`config.mk`:
```
export PLATFORM = sky130hd
export DESIGN_NAME = led_scanner_flat
export DESIGN_NICKNAME = d
export VERILOG_FILES = /design/src/rtl/led_scanner_pkg.sv /design/src/rtl/led_scanner_if.sv /design/src/rtl/led_scanner_tick_prescaler.sv /design/src/rtl/led_scanner.sv /design/src/flat_wrapper.sv
export SDC_FILE = /design/constraint.sdc
export NUM_CORES = 1
export LEC_CHECK = 0
export BUFFER_PORTS_ARGS = -buffer_cell sky130_fd_sc_hd__buf_4
export CORE_UTILIZATION = 30
export CTS_BUF_LIST = sky130_fd_sc_hd__clkbuf_4
export DETAILED_ROUTE_END_ITERATION = 10
export SLEW_MARGIN = 10
export SYNTH_ARGS = -nofsm -noshare
export SYNTH_HDL_FRONTEND = slang
export SYNTH_SLANG_ARGS = --single-unit
```
`constraint.sdc`:
```
create_clock -name clk -period 3 [get_ports clk]
set_clock_uncertainty 0.05 [all_clocks]
set_input_delay 0.9 -clock clk [delete_from_list [all_inputs] [get_ports clk]]
set_output_delay 0.9 -clock clk [all_outputs]
set_load 0.02 [all_outputs]
```
`src/rtl/led_scanner_pkg.sv`:
```
// Shared state, mode and direction encodings for the LED scanner.
package led_scanner_pkg;

    typedef enum logic [1:0] {
        S_IDLE  = 2'b00,
        S_STEP  = 2'b01,
        S_WAIT  = 2'b10,
        S_PAUSE = 2'b11
    } state_t;

    localparam logic [1:0] M_BOUNCE = 2'b00;
    localparam logic [1:0] M_ROTL   = 2'b01;
    localparam logic [1:0] M_ROTR   = 2'b10;
    localparam logic [1:0] M_HOLD   = 2'b11;

    localparam logic DIR_UP   = 1'b0;
    localparam logic DIR_DOWN = 1'b1;

endpackage

```
`src/rtl/led_scanner_if.sv`:
```
// Control, LED and debug signals of the LED scanner.
interface led_scanner_if #(
    parameter int NUM_LEDS = 4,
    parameter int DWELL_W  = 8
);
    localparam int PW = (NUM_LEDS > 1) ? $clog2(NUM_LEDS) : 1;

    logic                en;
    logic [1:0]          mode;
    logic [DWELL_W-1:0]  dwell;
    logic [NUM_LEDS-1:0] leds;
    logic                blink;
    logic                step_pulse;
    logic [1:0]          dbg_state;
    logic [DWELL_W-1:0]  dbg_ctimer;
    logic [PW-1:0]       dbg_pos;

    modport master (
        output en, mode, dwell,
        input  leds, blink, step_pulse, dbg_state, dbg_ctimer, dbg_pos
    );

    modport slave (
        input  en, mode, dwell,
        output leds, blink, step_pulse, dbg_state, dbg_ctimer, dbg_pos
    );

endinterface

```
`src/rtl/led_scanner_tick_prescaler.sv`:
```
// Free-running prescaler that advances only while run is high; tick marks the wrap cycle.
module tick_prescaler #(
    parameter int PRESCALE_W = 16
) (
    input  logic clk,
    input  logic rst_l,
    input  logic run,
    output logic tick
);

    logic [PRESCALE_W-1:0] cnt;

    always_ff @(posedge clk or negedge rst_l) begin
        if (!rst_l)
            cnt <= '0;
        else if (run)
            cnt <= cnt + 1'b1;
    end

    assign tick = run & (&cnt);

endmodule

```
`src/rtl/led_scanner.sv`:
```
// Single-LED scanner: bounce / rotate / hold with run-time dwell in prescaler ticks.
//   state   | meaning
//   S_IDLE  | after reset, waiting for en
//   S_STEP  | one cycle: move pos, toggle blink, load ctimer from dwell
//   S_WAIT  | dwell countdown on prescaler ticks
//   S_PAUSE | en low: prescaler, ctimer and leds frozen
module led_scanner
    import led_scanner_pkg::*;
#(
    parameter int NUM_LEDS   = 4,
    parameter int PRESCALE_W = 16,
    parameter int DWELL_W    = 8
) (
    input  logic          clk,
    input  logic          rst_l,
    led_scanner_if.slave  bus
);

    localparam int PW = (NUM_LEDS > 1) ? $clog2(NUM_LEDS) : 1;
    localparam logic [PW-1:0] LAST = PW'(NUM_LEDS - 1);

    state_t              state, state_n;
    logic [PW-1:0]       pos, pos_n, pos_inc, pos_dec;
    logic                dir, dir_n;
    logic [DWELL_W-1:0]  ctimer;
    logic [NUM_LEDS-1:0] leds_q;
    logic                blink_q, pulse_q;
    logic                tick;

    tick_prescaler #(.PRESCALE_W(PRESCALE_W)) u_prescaler (
        .clk   (clk),
        .rst_l (rst_l),
        .run   ((state == S_WAIT) || (state == S_STEP)),
        .tick  (tick)
    );

    always_ff @(posedge clk or negedge rst_l) begin
        if (!rst_l)
            state <= S_IDLE;
        else
            state <= state_n;
    end

    always_comb begin
        state_n = state;
        case (state)
            S_IDLE:  if (bus.en) state_n = S_STEP;
            S_STEP:  state_n = bus.en ? S_WAIT : S_PAUSE;
            S_WAIT:  begin
                if (ctimer == '0)
                    state_n = S_STEP;
                else if (!bus.en)
                    state_n = S_PAUSE;
            end
            S_PAUSE: if (bus.en) state_n = S_WAIT;
            default: state_n = S_IDLE;
        endcase
    end

    // Bounce turns around on the step that lands on an end LED.
    always_comb begin
        pos_inc = pos + PW'(1);
        pos_dec = pos - PW'(1);
        pos_n   = pos;
        dir_n   = dir;
        case (bus.mode)
            M_BOUNCE: begin
                if (dir == DIR_UP) begin
                    if (pos == LAST) begin
                        pos_n = pos_dec;
                        dir_n = DIR_DOWN;
                    end else begin
                        pos_n = pos_inc;
                        if (pos_inc == LAST) dir_n = DIR_DOWN;
                    end
                end else begin
                    if (pos == '0) begin
                        pos_n = pos_inc;
                        dir_n = DIR_UP;
                    end else begin
                        pos_n = pos_dec;
                        if (pos_dec == '0) dir_n = DIR_UP;
                    end
                end
            end
            M_ROTL:  pos_n = (pos == LAST) ? '0 : pos_inc;
            M_ROTR:  pos_n = (pos == '0) ? LAST : pos_dec;
            default: pos_n = pos;
        endcase
    end

    always_ff @(posedge clk or negedge rst_l) begin
        if (!rst_l) begin
            pos     <= '0;
            dir     <= DIR_UP;
            leds_q  <= NUM_LEDS'(1);
            blink_q <= 1'b0;
            pulse_q <= 1'b0;
            ctimer  <= '0;
        end else begin
            pulse_q <= (state == S_STEP);
            if (state == S_STEP) begin
                pos     <= pos_n;
                dir     <= dir_n;
                leds_q  <= NUM_LEDS'(1) << pos_n;
                blink_q <= ~blink_q;
                ctimer  <= bus.dwell;
            end else if ((state == S_WAIT) && tick && (ctimer != '0)) begin
                ctimer  <= ctimer - 1'b1;
            end
        end
    end

    assign bus.leds       = leds_q;
    assign bus.blink      = blink_q;
    assign bus.step_pulse = pulse_q;
    assign bus.dbg_state  = state;
    assign bus.dbg_ctimer = ctimer;
    assign bus.dbg_pos    = pos;

endmodule

```
`src/flat_wrapper.sv`:
```
// flat-port wrapper written by rule: the top's interface ports become plain ports
module led_scanner_flat import led_scanner_pkg::*;
#(
    parameter int NUM_LEDS   = 4,
    parameter int PRESCALE_W = 16,
    parameter int DWELL_W    = 8
)
  (clk, rst_l, bus_en, bus_mode, bus_dwell, bus_leds, bus_blink, bus_step_pulse, bus_dbg_state, bus_dbg_ctimer, bus_dbg_pos);
  led_scanner_if #(.NUM_LEDS(NUM_LEDS), .DWELL_W(DWELL_W)) bus_i ();
  input  logic clk;
  input  logic rst_l;
  input wire logic [$bits(bus_i.en)-1:0] bus_en;
  input wire logic [$bits(bus_i.mode)-1:0] bus_mode;
  input wire logic [$bits(bus_i.dwell)-1:0] bus_dwell;
  output wire logic [$bits(bus_i.leds)-1:0] bus_leds;
  output wire logic [$bits(bus_i.blink)-1:0] bus_blink;
  output wire logic [$bits(bus_i.step_pulse)-1:0] bus_step_pulse;
  output wire logic [$bits(bus_i.dbg_state)-1:0] bus_dbg_state;
  output wire logic [$bits(bus_i.dbg_ctimer)-1:0] bus_dbg_ctimer;
  output wire logic [$bits(bus_i.dbg_pos)-1:0] bus_dbg_pos;
  assign bus_i.en = bus_en;
  assign bus_i.mode = bus_mode;
  assign bus_i.dwell = bus_dwell;
  assign bus_leds = bus_i.leds;
  assign bus_blink = bus_i.blink;
  assign bus_step_pulse = bus_i.step_pulse;
  assign bus_dbg_state = bus_i.dbg_state;
  assign bus_dbg_ctimer = bus_i.dbg_ctimer;
  assign bus_dbg_pos = bus_i.dbg_pos;
  led_scanner #(.NUM_LEDS(NUM_LEDS), .PRESCALE_W(PRESCALE_W), .DWELL_W(DWELL_W)) u_core (.clk(clk), .rst_l(rst_l), .bus(bus_i));
endmodule
```
* After elaboration in Yosys (flattened, before gate mapping) *
Cells that the tools add are included.

storage, ports and cells
  flip-flop bits (word level) = 35
  bits in latches = 0
  RAM bits = 0
  memory bits (read-only) = 0
  input port bits = 13
  output and inout bits = 18
  logic and storage cells = 57
  memories kept = 0

operators by class
  add/sub/neg operators = 4
  multiply operators = 0
  div/mod/pow operators = 0
  order comparisons = 0
  equality and inequality tests = 10
  shift-type cells = 1
  muxes and demuxes = 19
  bitwise logic cells = 2
  reduce and logical (&&, ||, !) cells = 13

operators by type and width
  kind                                                 count
  two-way mux 2 bit                                    9
  adder 16 x 1 -> 16 bit, second input constant        1
  two-way mux 8 bit                                    2
  AND reduction 16 bit                                 1
  equality test 2 bit, second input constant           5
  logical NOT 2 bit                                    4
  logical NOT 8 bit                                    1
  one-hot mux 2 bit (4 select lines)                   1
  nonzero test 8 bit                                   1
  subtractor 8 x 1 -> 8 bit, second input constant     1
  two-way mux 1 bit                                    6
  one-hot mux 2 bit (3 select lines)                   1
  equality test 2 x 1 -> 1 bit, second input constant  2
  != test 2 bit, second input constant                 2
  left shift 1 x 2 -> 4 bit, first input constant      1
  != test 3 bit, second input constant                 1
  AND reduction 3 bit                                  1
  adder 2 x 1 -> 2 bit, second input constant          1
  logical AND 1 bit                                    2
  AND reduction 2 bit                                  1
  nonzero test 2 bit                                   1
  subtractor 2 x 1 -> 2 bit, second input constant     1
  bitwise AND 1 bit                                    1
  logical OR 1 bit                                     1
  NOT 1 bit                                            1

* Longest topological paths before layout *
Gate-level depths: netlist of the first run.

  depth after elaboration = 7
  mapped depth = 8
  gate-level depth less buffers = 6

* Hierarchy *
A second synthesis of the first run with hierarchy kept.

second synthesis, totals
  cells, all modules = 208
  area total of the unflattened synthesis = 2058.2 µm²

modules (own cells, without submodules)
  module          times used  cells each  area an instance (µm²)  seq. area each (µm²)
  led_scanner     1           141         1303.8                  476.7
  tick_prescaler  1           67          754.5                   400.4

* Worst setup path after synthesis of the first run *
Ideal clock, no wire load.

  path kind = reg-to-reg
  start = register u_core.state[0] (netlist: u_core.bus.dbg_state[0])
  end = register u_core.ctimer[7] (netlist: u_core.bus.dbg_ctimer[7])
  setup time = 0.128 ns
  arrival time = 2.087 ns
  required time = 2.822 ns
  slack = 0.734 ns
  stages on the path, launching flop included = 8
  buffers on the path = 1
  period minus slack after synthesis = 2.266 ns
  cells stage by stage = dfrtp_1 > inv_1 > ha_1 > buf_2 > nand4_1 > or4_4 > o41ai_2 > a2bb2oi_1

between the ends
  cells in the longest elaborated chain, start to end = 6
  elaborated cells between the ends (all ways) = 8
  those cells by class = 2 x eq/ne; 1 x mux; 1 x bitwise; 4 x reduce/logical

RTL lines
  what                                                                 line                                                       source
  from (decl)                                                          led_scanner.sv:22                                          state_t state, state_n;
  from (signal assigned)                                               led_scanner.sv:41                                          state <= state_n;
  equality test 2 bit or equality test 2 x 1 -> 1 bit (tied branches)  led_scanner.sv:33, led_scanner.sv:108, led_scanner.sv:102
  logical OR 1 bit                                                     led_scanner.sv:33                                          .run ((state == S_WAIT) || (state == S_STEP)),
  bitwise AND 1 bit                                                    led_scanner_tick_prescaler.sv:20                           assign tick = run & (&cnt);
  logical AND 1 bit (2 in series)                                      led_scanner.sv:108                                         end else if ((state == S_WAIT) && tick && (ctimer != '0)) begin
  nonzero test 2 bit (no line)                                         n/a
  to (signal assigned)                                                 led_scanner.sv:107                                         ctimer <= bus.dwell;
  to (signal assigned)                                                 led_scanner.sv:109                                         ctimer <= ctimer - 1'b1;
  to (decl)                                                            led_scanner.sv:25                                          logic [DWELL_W-1:0] ctimer;

Several ways; a longest one is shown, not always the timed one.
A chain may end at the register's enable or synchronous reset.

* Worst setup path in the final report of the first run *
Ends and elaborated chain as after synthesis.

==> metrics.txt, run 1 <==
# TYPE chip_impl_metric gauge
chip_impl_info{name="outcome",value="finished, final reports clean"} 1
chip_impl_metric{name="num_rows",unit=""} 28
chip_impl_metric{name="maxClockFrequency",unit="GHz"} 0.4315
chip_impl_metric{name="via_count",unit=""} 1562
chip_impl_info{name="rsz_0062_raised_after_global_routing",value="false"} 1
chip_impl_metric{name="share_of_synthesized_registers_carrying_an_async_set_or_reset",unit="%"} 100.0
chip_impl_metric{name="drv.max_cap_violation_count",unit=""} 0
chip_impl_metric{name="drt-wirelength-per-cell",unit="µm"} 13.76
chip_impl_metric{name="syn_area_per_cell",unit="µm²"} 10.16
chip_impl_metric{name="remaining_drcs",unit=""} 0
chip_impl_metric{name="ctsResizeCount",unit=""} 0
chip_impl_metric{name="cts.sink_count",unit=""} 35
chip_impl_metric{name="largest_net_degree_at_the_start_of_global_routing",unit=""} 36
chip_impl_metric{name="post-route-util",unit="%"} 37.96
chip_impl_metric{name="clk_pin_slew_worst_paths",unit="ns"} 0.11
chip_impl_info{name="hold_path.class",value="flop to flop"} 1
chip_impl_metric{name="syn-num-nets",unit=""} 216
chip_impl_metric{name="reg2reg_setup_slack",unit="ns"} 0.68
chip_impl_metric{name="half_perimeter_wire_length_of_the_detailed_placement_result",unit="µm"} 2980
chip_impl_info{name="layout_commonest_cell",value="sky130_fd_sc_hd__dfrtp_1"} 1
chip_impl_metric{name="cts_setup_buffers",unit=""} 0
chip_impl_metric{name="timing.final.hold_violations",unit=""} 0
chip_impl_metric{name="timing_max_transition_violations_final",unit=""} 0
chip_impl_metric{name="synthesis.instances",unit=""} 190
chip_impl_metric{name="firstDrtPassIters",unit=""} 4
chip_impl_metric{name="cp_max_fo",unit=""} 7
chip_impl_metric{name="synthDistinctLibCells",unit=""} 47
chip_impl_metric{name="grt_pass1_vias",unit=""} 1475
chip_impl_metric{name="crit_share_post_route",unit="%"} 77.26
chip_impl_metric{name="number_of_flops_mapped_to_enable_cells_by_yosys",unit=""} 0
chip_impl_metric{name="final.setup.worst_slack",unit="ns"} 0.6823
chip_impl_metric{name="port-buffer-count",unit=""} 30
chip_impl_metric{name="syn_area",unit="mm²"} 0.001931
chip_impl_info{name="setup.worst_path.start_class",value="flop"} 1
chip_impl_metric{name="fp.dieH",unit="µm"} 82.22
chip_impl_metric{name="instances_no_fill",unit=""} 300
chip_impl_metric{name="cellLeakagePower",unit="nW"} 1.030
chip_impl_metric{name="worst_skew_pair.late_latency",unit="ns"} 0.34
chip_impl_metric{name="h_tree_lvls",unit=""} 2
chip_impl_metric{name="max-vdd-ir-drop",unit="mV"} 0.3450
chip_impl_metric{name="cts_stage_hold_buffer_count",unit=""} 0
chip_impl_info{name="root_buffer",value="sky130_fd_sc_hd__clkbuf_4"} 1
chip_impl_info{name="worstSetupPathType",value="flop to flop"} 1
chip_impl_metric{name="floorplan.io_pins",unit=""} 31
chip_impl_metric{name="powerDensity",unit="mW/mm²"} 932.7
chip_impl_metric{name="cts_inserted_buffers",unit=""} 5
chip_impl_info{name="mostFrequentLayoutCells",value="34 x sky130_fd_sc_hd__dfrtp_1, 32 x sky130_fd_sc_hd__buf_4, 17 x sky130_fd_sc_hd__nand2_1, 13 x sky130_fd_sc_hd__nor2_1, 13 x sky130_fd_sc_hd__ha_1"} 1
chip_impl_metric{name="worst_pin_slew",unit="ns"} 0.4866
chip_impl_metric{name="seq_area_frac_synth",unit="%"} 45.43
chip_impl_metric{name="synth_seq_cells",unit=""} 35
chip_impl_metric{name="worstPathArrival",unit="ns"} 2.51
chip_impl_metric{name="core_region_area",unit="mm²"} 0.006061
chip_impl_info{name="cts_tree",value="done"} 1
chip_impl_metric{name="first_iter_violations",unit=""} 97
chip_impl_metric{name="post_route_cells_drive_above_1_share",unit="%"} 22.67
chip_impl_metric{name="num_antenna_cells",unit=""} 0
chip_impl_metric{name="post_placement_cell_count",unit=""} 292
chip_impl_metric{name="cp.required",unit="ns"} 3.19
chip_impl_metric{name="layout-area-overhead-vs-synth",unit="%"} 19.18
chip_impl_metric{name="die_width",unit="µm"} 82.22
chip_impl_metric{name="yosysWarnings",unit=""} 0
chip_impl_metric{name="antenna_found_initial",unit=""} 0
chip_impl_metric{name="ant_nets",unit=""} 0
chip_impl_info{name="setup.worst_path.end_class",value="flop"} 1
chip_impl_metric{name="dp_slack",unit="ns"} 0.7005
chip_impl_info{name="synth_flop_cell",value="sky130_fd_sc_hd__dfrtp_1"} 1
chip_impl_metric{name="routed_wirelength",unit="µm"} 4127
chip_impl_metric{name="worst_relative_slew_slack",unit="%"} 67.29
chip_impl_metric{name="timing.final.setup_violations",unit=""} 0
chip_impl_metric{name="routed_via_density",unit=""} 5.207
chip_impl_metric{name="global_route.overflow_total",unit=""} 0
chip_impl_metric{name="global_route.usage.total",unit="%"} 13.57
chip_impl_metric{name="finish.net_count",unit=""} 250
chip_impl_metric{name="die_area",unit="mm²"} 0.006760
chip_impl_metric{name="cts_buffer_depth",unit=""} 2
chip_impl_metric{name="setup-tns-final",unit="ns"} 0
chip_impl_metric{name="initial_core_utilization",unit="%"} 31.85
chip_impl_metric{name="routabilityCongestion",unit=""} 0.7205
chip_impl_metric{name="post-route-min-period",unit="ns"} 2.318
chip_impl_metric{name="grt_first_pass_wirelength",unit="µm"} 6865
-- path summary, 6_finish.rpt --
kind	endpoint	cells past startpoint	start
worst max-delay path	u_core.bus.dbg_ctimer[7]	6	u_core.bus.dbg_state[0]
worst min-delay path	u_core.bus.blink	1	u_core.bus.blink
worst max register to register	u_core.bus.dbg_ctimer[7]	6	u_core.bus.dbg_state[0]
worst min register to register	u_core.bus.blink	1	u_core.bus.blink
max in group asynchronous	u_core.bus.leds[0]	1	rst_l
min in group asynchronous	u_core.u_prescaler.cnt[3]	1	rst_l
-- logic make-up (layout without fill, tap and decap cells) --
| family | after synthesis | count (layout) | share of synthesized area (%) |
|---|---|---|---|
| simple gates | 67 | 67 | 18.80 |
| fa+ha+maj | 13 | 13 | 8.425 |
| compound gates | 41 | 41 | 15.68 |
| xor+xnor | 16 | 16 | 7.259 |
| buf+inv | 16 | 51 | 3.240 |
| mux | 2 | 2 | 1.166 |
| flops | 35 | 35 | 45.43 |
-- critical path: stages (launching register included) --
cell,delay (ns)
sky130_fd_sc_hd__dfrtp_1,0.45
sky130_fd_sc_hd__inv_1,0.13
sky130_fd_sc_hd__ha_1,0.46
sky130_fd_sc_hd__nand4_1,0.18
sky130_fd_sc_hd__or4_4,0.53
sky130_fd_sc_hd__o41ai_2,0.32
sky130_fd_sc_hd__a2bb2oi_1,0.10
-- final cells by class --
type                    instances  area, µm²
flip-flops and latches         35      877.1
multi-input cells             139      991.0
inverters                      11      41.29
clock inverters                 2      12.51
clock buffers                   6      45.04
fillers                       615       3760
well taps                      75      93.84
repair buffers                 32      240.2
-- layer usage --
layer  part of all wire, %  vias to the layer above  global-route usage (%)
li1                      -                      761                       -
met1                    48                      756                   17.68
met2                    46                       39                   21.16
met3                   4.8                        6                   3.846
met4                   1.4                        0                   5.263
met5                     0                        -                       0
-- cells in the mapped netlist (all sizes together), types with 2 or more instances --
cell	n	area [µm²]
dfrtp	34	850.8
nand2	17	63.81
ha	13	162.7
nor2	13	48.80
inv	11	41.29
nand3	9	50.05
nand4	9	56.30
xnor2	8	70.07
xor2	8	70.07
a21oi	7	35.03
o21ai	5	25.02
nor3	4	20.02
nor4	4	37.53
o2bb2ai	4	35.03
a211o	3	26.28
a31oi	3	18.77
buf	3	13.76
o31ai	3	22.52
a211oi	2	15.01
a221oi	2	17.52
clkbuf	2	7.510
mux2	2	22.52
nand4b	2	17.52
o211ai	2	15.01
or4	2	18.77
-- state kept, by name (all words and copies together) (netlist names) --
signal / flops
u_core.u_prescaler.cnt: 16
u_core.bus.dbg_ctimer: 8
u_core.bus.leds: 4
u_core.bus.dbg_pos: 2
u_core.bus.dbg_state: 2
u_core.bus.blink: 1
u_core.bus.step_pulse: 1
u_core.dir: 1
-- power breakdown --
group	total [mW]	switching (mW)	leakage, nW	internal, mW
Clock	0.262	0.163	0.0317	0.0994
Sequential	0.833	0.189	0.439	0.644
Combinational	1.05	0.592	0.560	0.459
Total	2.15	0.943	1.03	1.20
-- stage by stage --
stage / power [mW] / hold WS, ns / instance area (µm²)
after global routing: 2.328 / 0.4530 / 2301
after detailed placement: 1.901 / 0.4080 / 2243
after global placement: 1.875 / 0.4064 / 2243
after CTS: 2.173 / 0.4286 / 2301
after floorplan: 1.529 / 0.4124 / 1931
final: 2.146 / 0.4221 / 2301
(Power assumes the default switching activity.)
==> inputs of run 2 (changes only) <==
==> constraint.sdc (replaced) <==
create_clock -name clk -period 2.2 [get_ports clk]
set_clock_uncertainty 0.05 [all_clocks]
set_input_delay 0.66 -clock clk [delete_from_list [all_inputs] [get_ports clk]]
set_output_delay 0.66 -clock clk [all_outputs]
set_load 0.02 [all_outputs]
==> run 2 against run 1 <==
Power increased by 44%. Highest routed layer unchanged. Sequential share of layout area decreased by 0.68 points. First-iteration DRC count increased by 3.1%. Flip-flop and latch count unchanged.
==> metrics.txt, run 2 (synthesis results as in run 1) <==
# TYPE chip_impl_metric gauge
chip_impl_info{name="rsz_0062_raised_after_global_routing",value="false"} 1
chip_impl_info{name="r2r_start",value="u_core.bus.dbg_state[1]"} 1
chip_impl_metric{name="floorplan.io_pins",unit=""} 31
chip_impl_metric{name="worst_skew_pair.late_latency",unit="ns"} 0.35
chip_impl_info{name="setup.worst_path.start_class",value="flop"} 1
chip_impl_metric{name="layout-area-overhead-vs-synth",unit="%"} 21.71
chip_impl_info{name="outcome",value="finished, final reports clean"} 1
chip_impl_metric{name="die_width",unit="µm"} 82.22
chip_impl_metric{name="worst_pin_slew",unit="ns"} 0.4526
chip_impl_info{name="layout_commonest_cell",value="sky130_fd_sc_hd__buf_4"} 1
chip_impl_metric{name="cts.sink_count",unit=""} 35
chip_impl_metric{name="core_region_area",unit="mm²"} 0.006061
chip_impl_metric{name="finish.net_count",unit=""} 253
chip_impl_info{name="top_register",value="u_core.u_prescaler.cnt"} 1
chip_impl_metric{name="crit_share_post_route",unit="%"} 96.29
chip_impl_metric{name="maxClockFrequency",unit="GHz"} 0.4721
chip_impl_metric{name="ff2ff_path_depth",unit=""} 6
chip_impl_metric{name="routed_wirelength",unit="µm"} 4196
chip_impl_metric{name="worst_relative_slew_slack",unit="%"} 69.83
chip_impl_metric{name="ctsResizeCount",unit=""} 0
chip_impl_metric{name="post_route_cells_drive_above_1_share",unit="%"} 24.56
chip_impl_metric{name="antenna_found_initial",unit=""} 0
chip_impl_metric{name="largest_net_degree_at_the_start_of_global_routing",unit=""} 36
chip_impl_metric{name="die_area",unit="mm²"} 0.006760
chip_impl_metric{name="switching_share",unit="%"} 42.31
chip_impl_metric{name="routabilityCongestion",unit=""} 0.7511
chip_impl_metric{name="post-layout-total-power",unit="mW"} 3.083
chip_impl_info{name="worst_r2r_endpoint",value="u_core.bus.dbg_ctimer[7]"} 1
chip_impl_metric{name="drt-wirelength-per-cell",unit="µm"} 13.85
chip_impl_metric{name="pwr-share-clk",unit="%"} 15.5
chip_impl_metric{name="via_count",unit=""} 1510
chip_impl_metric{name="port-buffer-count",unit=""} 30
chip_impl_metric{name="reg2reg_setup_slack",unit="ns"} 0.08
chip_impl_metric{name="fp.dieH",unit="µm"} 82.22
chip_impl_info{name="hold_path.class",value="primary input to async pin"} 1
chip_impl_metric{name="cp.required",unit="ns"} 2.38
chip_impl_metric{name="grt_pass1_vias",unit=""} 1473
chip_impl_metric{name="p_int",unit="mW"} 1.779
chip_impl_metric{name="grt_first_pass_wirelength",unit="µm"} 7031
chip_impl_metric{name="ant_nets",unit=""} 0
chip_impl_info{name="setup.worst_path.end_class",value="flop"} 1
chip_impl_metric{name="h_tree_lvls",unit=""} 2
chip_impl_metric{name="powerDensity",unit="mW/mm²"} 1312
chip_impl_metric{name="global_route.overflow_total",unit=""} 0
chip_impl_metric{name="num_antenna_cells",unit=""} 0
chip_impl_metric{name="largest_register_ffs",unit=""} 16
chip_impl_metric{name="timing.final.setup_violations",unit=""} 0
chip_impl_metric{name="post-route-util",unit="%"} 38.77
chip_impl_info{name="mostFrequentLayoutCells",value="35 x sky130_fd_sc_hd__buf_4, 32 x sky130_fd_sc_hd__dfrtp_1, 17 x sky130_fd_sc_hd__nand2_1, 13 x sky130_fd_sc_hd__nor2_1, 13 x sky130_fd_sc_hd__ha_1"} 1
chip_impl_metric{name="comb_power_share",unit="%"} 47.4
chip_impl_metric{name="routed_via_density",unit=""} 4.983
chip_impl_metric{name="filler_cell_count",unit=""} 620
chip_impl_metric{name="num_rows",unit=""} 28
chip_impl_metric{name="dp_slack",unit="ns"} 0.09083
chip_impl_metric{name="firstDrtPassIters",unit=""} 4
chip_impl_metric{name="layout.area.seq",unit="µm²"} 879.6
chip_impl_metric{name="cts_setup_buffers",unit=""} 0
chip_impl_metric{name="cellLeakagePower",unit="nW"} 1.055
chip_impl_metric{name="max-vdd-ir-drop",unit="mV"} 0.4489
chip_impl_info{name="worstSetupPathType",value="flop to flop"} 1
chip_impl_metric{name="sequentialPowerShare",unit="%"} 37.1
chip_impl_metric{name="netSwitchingPower",unit="mW"} 1.304
chip_impl_metric{name="clk_pin_slew_worst_paths",unit="ns"} 0.12
chip_impl_metric{name="half_perimeter_wire_length_of_the_detailed_placement_result",unit="µm"} 3035
chip_impl_metric{name="initial_core_utilization",unit="%"} 31.85
chip_impl_metric{name="timing.final.hold_violations",unit=""} 0
chip_impl_metric{name="remaining_drcs",unit=""} 0
chip_impl_info{name="root_buffer",value="sky130_fd_sc_hd__clkbuf_4"} 1
chip_impl_info{name="cts_tree",value="done"} 1
chip_impl_metric{name="cts_stage_hold_buffer_count",unit=""} 0
chip_impl_metric{name="timing_max_transition_violations_final",unit=""} 0
chip_impl_metric{name="setup-tns-final",unit="ns"} 0
chip_impl_metric{name="post-route-min-period",unit="ns"} 2.118
chip_impl_metric{name="cts_inserted_buffers",unit=""} 5
chip_impl_metric{name="worstPathArrival",unit="ns"} 2.30
chip_impl_metric{name="final.setup.worst_slack",unit="ns"} 0.08158
chip_impl_metric{name="drv.max_cap_violation_count",unit=""} 0
chip_impl_metric{name="global_route.usage.total",unit="%"} 14.07
chip_impl_metric{name="area_of_the_multi_input_gates",unit="µm²"} 991.0
chip_impl_metric{name="cp_max_fo",unit=""} 5
chip_impl_metric{name="first_iter_violations",unit=""} 100
chip_impl_metric{name="cts_buffer_depth",unit=""} 2
==> run 2: critical path, stage by stage, from the launching register on <==
cell and delay, ns:
sky130_fd_sc_hd__dfrtp_2 0.41, sky130_fd_sc_hd__inv_1 0.10, sky130_fd_sc_hd__ha_1 0.31, sky130_fd_sc_hd__nand4_1 0.15, sky130_fd_sc_hd__or4_4 0.54, sky130_fd_sc_hd__o41ai_2 0.33
sky130_fd_sc_hd__a2bb2oi_1 0.11
==> run 2: metal layers <==
metal  wire (µm)  track usage, %
met1        2048           18.30
met2        1925           22.07
met3         170           4.286
met4          52           4.737
met5           0               0
==> run 2: worst max-delay path by stage <==
stage                                 start                       end
global route        u_core.bus.dbg_state[1]  u_core.bus.dbg_ctimer[7]
CTS                 u_core.bus.dbg_state[1]  u_core.bus.dbg_ctimer[7]
detailed placement  u_core.bus.dbg_state[1]  u_core.bus.dbg_ctimer[7]
floorplan           u_core.bus.dbg_state[0]  u_core.bus.dbg_ctimer[7]
global placement    u_core.bus.dbg_state[1]  u_core.bus.dbg_ctimer[7]
finish              u_core.bus.dbg_state[1]  u_core.bus.dbg_ctimer[7]
==> run 2: final cells by class <==
class | count | area share [%]
clock inverter | 3 | 1.864
timing repair buffer | 35 | 11.18
clock buffer | 5 | 1.597
multi-input combinational | 139 | 42.17
sequential | 35 | 37.43
inverter | 11 | 1.757
tap | 75 | 3.994
==> run 2: power by group through the flow <==
| stage | clock, mW | combinational (mW) | sequential [mW] |
|---|---|---|---|
| global placement | 0 | 1.45 | 1.15 |
| finish | 0.478 | 1.46 | 1.14 |
| global route | 0.521 | 1.65 | 1.19 |
| floorplan | 0 | 0.806 | 1.28 |
| CTS | 0.501 | 1.48 | 1.15 |
| detailed placement | 0 | 1.47 | 1.16 |
==> run 2: per-stage QoR <==
stage	std cells	hold slack (ns)	area [µm²]
6_report	303	0.1963	2350
3_5_place_dp	295	0.4227	2268
2_1_floorplan	190	0.3144	1933
3_3_place_gp	295	0.4050	2268
5_1_grt	303	0.2075	2350
4_1_cts	303	0.1987	2350
